File: config.mk
export PLATFORM = sky130hd
export DESIGN_NAME = bi_buf_writer_flat
export DESIGN_NICKNAME = d
export VERILOG_FILES = /design/src/rtl/bi_buf_writer_if.sv /design/src/rtl/bi_buf_writer.sv /design/src/flat_wrapper.sv
export SDC_FILE = /design/constraint.sdc
export NUM_CORES = 1
export LEC_CHECK = 0
export ABC_AREA = 0
export ABC_CLOCK_PERIOD_IN_PS = 5400
export CELL_PAD_IN_SITES_DETAIL_PLACEMENT = 1
export CELL_PAD_IN_SITES_GLOBAL_PLACEMENT = 1
export CORE_UTILIZATION = 47
export CTS_CLUSTER_SIZE = 20
export DETAILED_ROUTE_END_ITERATION = 8
export MAX_ROUTING_LAYER = met4
export PLACE_DENSITY = 0.75
export SLEW_MARGIN = 20
export SYNTH_ARGS = -nofsm -noshare
export SYNTH_HDL_FRONTEND = slang
export SYNTH_SLANG_ARGS = --single-unit
File: constraint.sdc
create_clock -name clk -period 5.4 [get_ports clk]
set_clock_uncertainty 0.05 [all_clocks]
set_input_delay 1.08 -clock clk [delete_from_list [all_inputs] [get_ports clk]]
set_output_delay 1.08 -clock clk [all_outputs]
set_load 0.005 [all_outputs]
File: src/rtl/bi_buf_writer_if.sv
// bi_buf_writer_if: load stream and row-read bus for bi_buf_writer
//   in_valid/in_ready/in_data : bias word stream into the writer
//   load_done                 : all rows written
//   rd_en/rd_addr             : row read request
//   rd_valid/w_o              : registered row read response
interface bi_buf_writer_if #(
  parameter int D_WL      = 24,
  parameter int UNITS_NUM = 5
);
  logic                      in_valid;
  logic                      in_ready;
  logic [D_WL-1:0]           in_data;
  logic                      load_done;
  logic                      rd_en;
  logic [7:0]                rd_addr;
  logic                      rd_valid;
  logic [UNITS_NUM*D_WL-1:0] w_o;
  modport master (
    output in_valid, in_data, rd_en, rd_addr,
    input  in_ready, load_done, rd_valid, w_o
  );
  modport slave (
    input  in_valid, in_data, rd_en, rd_addr,
    output in_ready, load_done, rd_valid, w_o
  );
endinterface

File: src/rtl/bi_buf_writer.sv
// bi_buf_writer: packs a stream of bias words into DEPTH rows of UNITS_NUM words and serves row reads
//   clk   : rising-edge clock
//   rst_n : asynchronous active-low reset
//   clr   : synchronous clear, restarts the load with empty storage
//   bus   : slave side of bi_buf_writer_if (word stream in, row reads out)
module bi_buf_writer #(
  parameter int D_WL      = 24,
  parameter int UNITS_NUM = 5,
  parameter int DEPTH     = 6
) (
  input  logic           clk,
  input  logic           rst_n,
  input  logic           clr,
  bi_buf_writer_if.slave bus
);
  localparam int RW  = UNITS_NUM * D_WL;
  localparam int UW  = $clog2(UNITS_NUM > 1 ? UNITS_NUM : 2);
  localparam int RWD = $clog2(DEPTH > 1 ? DEPTH : 2);
  typedef enum logic {LOAD, DONE} state_t;
  state_t          state_q, state_d;
  logic [UW-1:0]   u_q, u_d;
  logic [RWD-1:0]  r_q, r_d;
  logic [RW-1:0]   part_q, part_d;
  logic [RW-1:0]   row_w;
  logic            wr_en;
  logic [RW-1:0]   mem_q [DEPTH];
  logic [RW-1:0]   w_q;
  logic [RW-1:0]   rd_row;
  logic            rd_valid_q;
  logic            xfer, last_u, last_r;
  // in_ready is forced low while reset is held, independent of the state register
  assign bus.in_ready  = rst_n && (state_q == LOAD);
  assign bus.load_done = (state_q == DONE);
  assign bus.rd_valid  = rd_valid_q;
  assign bus.w_o       = w_q;
  assign xfer   = bus.in_valid && bus.in_ready;
  assign last_u = (u_q == UW'(UNITS_NUM - 1));
  assign last_r = (r_q == RWD'(DEPTH - 1));
  // Row being assembled with the incoming word dropped into slot u (slot 0 is the MSBs)
  always_comb begin
    row_w = part_q;
    for (int k = 0; k < UNITS_NUM; k++)
      if (int'(u_q) == k) row_w[(UNITS_NUM-k)*D_WL-1 -: D_WL] = bus.in_data;
  end
  always_comb begin
    state_d = state_q;
    u_d     = u_q;
    r_d     = r_q;
    part_d  = part_q;
    wr_en   = 1'b0;
    if (clr) begin
      state_d = LOAD;
      u_d     = '0;
      r_d     = '0;
      part_d  = '0;
    end else if (xfer) begin
      wr_en   = last_u;
      part_d  = last_u ? '0 : row_w;
      u_d     = last_u ? '0 : u_q + UW'(1);
      r_d     = last_u ? (last_r ? '0 : r_q + RWD'(1)) : r_q;
      state_d = (last_u && last_r) ? DONE : LOAD;
    end
  end
  // Out-of-range addresses match no row and read as zero
  always_comb begin
    rd_row = '0;
    for (int i = 0; i < DEPTH; i++)
      if (int'(bus.rd_addr) == i) rd_row = mem_q[i];
  end
  always_ff @(posedge clk or negedge rst_n) begin
    if (!rst_n) begin
      state_q    <= LOAD;
      u_q        <= '0;
      r_q        <= '0;
      part_q     <= '0;
      w_q        <= '0;
      rd_valid_q <= 1'b0;
      for (int i = 0; i < DEPTH; i++) mem_q[i] <= '0;
    end else begin
      state_q    <= state_d;
      u_q        <= u_d;
      r_q        <= r_d;
      part_q     <= part_d;
      rd_valid_q <= bus.rd_en;
      // rd_row samples mem_q before this edge's write/clear, giving pre-write data on collisions
      if (bus.rd_en) w_q <= rd_row;
      for (int i = 0; i < DEPTH; i++)
        if (clr) mem_q[i] <= '0;
        else if (wr_en && r_q == RWD'(i)) mem_q[i] <= row_w;
    end
  end
endmodule

File: src/flat_wrapper.sv
// flat-port wrapper written by rule: the top's interface ports become plain ports
module bi_buf_writer_flat 
#(
  parameter int D_WL      = 24,
  parameter int UNITS_NUM = 5,
  parameter int DEPTH     = 6
)
  (clk, rst_n, clr, bus_in_valid, bus_in_data, bus_rd_en, bus_rd_addr, bus_in_ready, bus_load_done, bus_rd_valid, bus_w_o);
  bi_buf_writer_if #(.D_WL(D_WL), .UNITS_NUM(UNITS_NUM)) bus_i ();
  input  logic clk;
  input  logic rst_n;
  input  logic clr;
  input wire logic [$bits(bus_i.in_valid)-1:0] bus_in_valid;
  input wire logic [$bits(bus_i.in_data)-1:0] bus_in_data;
  input wire logic [$bits(bus_i.rd_en)-1:0] bus_rd_en;
  input wire logic [$bits(bus_i.rd_addr)-1:0] bus_rd_addr;
  output wire logic [$bits(bus_i.in_ready)-1:0] bus_in_ready;
  output wire logic [$bits(bus_i.load_done)-1:0] bus_load_done;
  output wire logic [$bits(bus_i.rd_valid)-1:0] bus_rd_valid;
  output wire logic [$bits(bus_i.w_o)-1:0] bus_w_o;
  assign bus_i.in_valid = bus_in_valid;
  assign bus_i.in_data = bus_in_data;
  assign bus_i.rd_en = bus_rd_en;
  assign bus_i.rd_addr = bus_rd_addr;
  assign bus_in_ready = bus_i.in_ready;
  assign bus_load_done = bus_i.load_done;
  assign bus_rd_valid = bus_i.rd_valid;
  assign bus_w_o = bus_i.w_o;
  bi_buf_writer #(.D_WL(D_WL), .UNITS_NUM(UNITS_NUM), .DEPTH(DEPTH)) u_core (.clk(clk), .rst_n(rst_n), .clr(clr), .bus(bus_i));
endmodule
==> flow_summary.json <==
{
  "fill_cells": 10448,
  "async_flop_share_pct": 100,
  "slew_headroom_pct": 21.9,
  "regArea_um2": 24200,
  "clkLatencyLatePin_ns": 0.69,
  "synthFlopType": "dfrtp_1",
  "post_cts_resize_count": 0,
  "crit_path_start_kind": "input port",
  "synth_edf_count": 0,
  "maxCapViolations": 0,
  "yosysSeqAreaShare_pct": 51.8,
  "worstMarginPinSlew_ns": 1.17,
  "period_needed_ns": 3.45,
  "pwr-share-seq_pct": 46.3,
  "nets": 4477,
  "drc_errors": 0,
  "finalInstanceArea_um2": 52500,
  "die_w_um": 318,
  "grt_pass1_vias": 38445,
  "drive_gt1_share_pct": 8.88,
  "placed_cells": 5611,
  "total_leakage_power_nw": 27.1,
  "fin_crit_sh_pct": 63.9,
  "end_kind": "flip-flop",
  "antenna_found_initial": 2,
  "layout_commonest_cell": "dfrtp_1",
  "syn_area_um2": 46800,
  "p_int_mw": 12.1,
  "status": "complete, no violations",
  "firstDrtPassIters": 5,
  "cts_tree": "built",
  "hold_viol_final": 0,
  "gr-usage-all-layers_pct": 29.6,
  "pin_count": 160,
  "power.net_switching_mw": 3.89,
  "yosys_warnings": 0,
  "r2r_start": "u_core.u_q[0]",
  "reg2reg_to": "u_core.mem_q[660]",
  "final_cell_mix": "dfrtp_1 (968), a21o_1 (577), nor3b_1 (576)",
  "postCtsSetupRepairBufs": 0,
  "rows": 115,
  "final_antenna_net_count": 0,
  "clk_pin_slew_ns": 0.06,
  "rsz0062_at_grt": "false",
  "synthesis.nets": 4621,
  "rr_worst_depth": 7,
  "grt_max_degree": 164,
  "worstPathArrival_ns": 4.02,
  "dpl.hpwl_mm": 78.0,
  "max-vdd-ir-drop_uv": 204,
  "drv_slew": 0,
  "synth_cell_types": 38,
  "cts_buffer_depth": 3,
  "switching_share_pct": 24.3,
  "netlist_instances": 4578,
  "numClockSinks": 968,
  "start_util_pct": 47.5,
  "pwr_density_cell_nw_per_um2": 305,
  "hold_class": "input port to asynchronous set/reset pin",
  "setup_tns_ns": 0,
  "post_drt_wl_per_cell_um": 24.8,
  "final_core_util_pct": 53.2,
  "placed_cell_area_um2": 48900,
  "io_buffers": 159,
  "cts_root_buf": "clkbuf_16",
  "combPwrFrac_pct": 6.9,
  "syn2layout_area_growth_pct": 12.1,
  "ys_seq_elements": 968,
  "multi_input_area_um2": 20600,
  "crit_type": "input port to flip-flop",
  "die_y_um": 318,
  "cts_hold_buf": 0,
  "gp_congestion": 0.759,
  "fp.coreArea_um2": 98600,
  "drt_iter0_drc": 2849,
  "routed_wl_mm": 144,
  "num_vias": 36202,
  "crit_fanout": 47,
  "h-tree-depth": 3,
  "numCtsBuffers": 107,
  "pwr-share-clk_pct": 46.8,
  "grt.overflow.total": 0,
  "synth_area_per_cell_um2": 10.2,
  "setup.worst_path.start": "bus_rd_addr[5]",
  "viasPerCell": 6.24,
  "max_freq_ghz": 0.290,
  "stdcell_count": 5806,
  "worstPathRequired_ns": 5.97,
  "r2r_slack_ns": 2.30,
  "setup_viol": 0,
  "grt_pass1_wl_mm": 230,
  "design.die.area_um2": 101000
}
-- sequential cells by signal (all words and copies together) (netlist names) --
name,cells
u_core.r_q,3
u_core.bus.load_done,1
u_core.bus.rd_valid,1
u_core.u_q,3
u_core.part_q,120
u_core.mem_q,720
u_core.bus.w_o,120
-- cells in the mapped netlist (2+ instances only) --
cell type / count / area [um2]
dfrtp_1: 968 / 24200
a21o_1: 577 / 4330
nor3b_1: 576 / 4320
nand2_1: 512 / 1920
clkbuf_1: 309 / 1160
nor2_1: 274 / 1030
buf_2: 144 / 721
o21ai_0: 144 / 721
a21oi_1: 126 / 631
nand2b_1: 126 / 788
mux2_2: 120 / 1350
o22ai_1: 120 / 751
or3_1: 120 / 751
o221a_1: 100 / 1130
o311ai_1: 100 / 876
a22o_1: 72 / 631
and2_1: 27 / 169
nand3_1: 26 / 130
mux2i_1: 25 / 250
buf_1: 23 / 86.3
o221a_2: 20 / 225
o311ai_0: 20 / 175
buf_6: 11 / 124
ha_1: 6 / 75.1
inv_1: 6 / 22.5
nor3_1: 6 / 30.0
nor2b_1: 4 / 25.0
nand3b_1: 3 / 22.5
nor4_2: 3 / 37.5
nor4b_2: 2 / 30.0
-- worst max path at each step --
stage,endpoint
floorplan,u_core.bus.w_o[86]
global placement,u_core.bus.w_o[55]
detailed placement,u_core.mem_q[257]
CTS,u_core.mem_q[660]
global route,u_core.bus.w_o[54]
finish,u_core.bus.w_o[53]
-- layer usage --
metal / share of wire, % / track usage [%] / vias to the layer above / wire (um)
met5: 0 / - / - / 0
met4: 2.4 / 7.85 / 0 / 3520
met3: 4.4 / 3.46 / 222 / 6340
met2: 48 / 47.5 / 787 / 69600
met1: 45 / 39.9 / 19164 / 64800
li1: - / - / 16029 / -
-- cell type report --
type,count,area share (%)
timing repair buffer,234,4.72
antenna,1,0.00477
clock buffer,167,6.15
multi-input combinational,3116,39.2
clock inverter,26,0.658
sequential,968,46.2
inverter,7,0.0596
tap,1287,3.07
-- cells by family after synthesis --
group / share of synthesized area, %
adders and majority gates: 0.160
DFF: 51.8
muxes: 3.42
AOI/OAI and AO/OA: 20.3
buffers and inverters: 4.52
and+or+nand+nor: 19.9
-- power groups by stage --
| stage | clock [mW] | combinational (mW) | sequential [mW] |
|---|---|---|---|
| after CTS | 7.62 | 1.11 | 7.41 |
| after global routing | 7.89 | 1.19 | 7.41 |
| after global placement | 0 | 1.10 | 7.54 |
| after floorplan | 0 | 0.510 | 7.51 |
| after detailed placement | 0 | 1.11 | 7.54 |
| final | 7.50 | 1.11 | 7.41 |
-- critical path: stages --
cell	delay, ns
clkdlybuf4s50_1	0.40
or3_4	0.56
or4_4	0.71
buf_4	0.47
o311ai_0	0.51
o221a_2	0.26
-- stage by stage --
step	setup slack [ns]	hold slack, ns	power [mW]
after global placement	1.34	0.418	8.63
after detailed placement	1.29	0.421	8.64
after global routing	1.93	0.136	16.5
final	1.95	0.157	16.0
after floorplan	2.64	0.403	8.02
after CTS	2.00	0.131	16.1
Note: power is estimated with default switching activity, not from simulation.
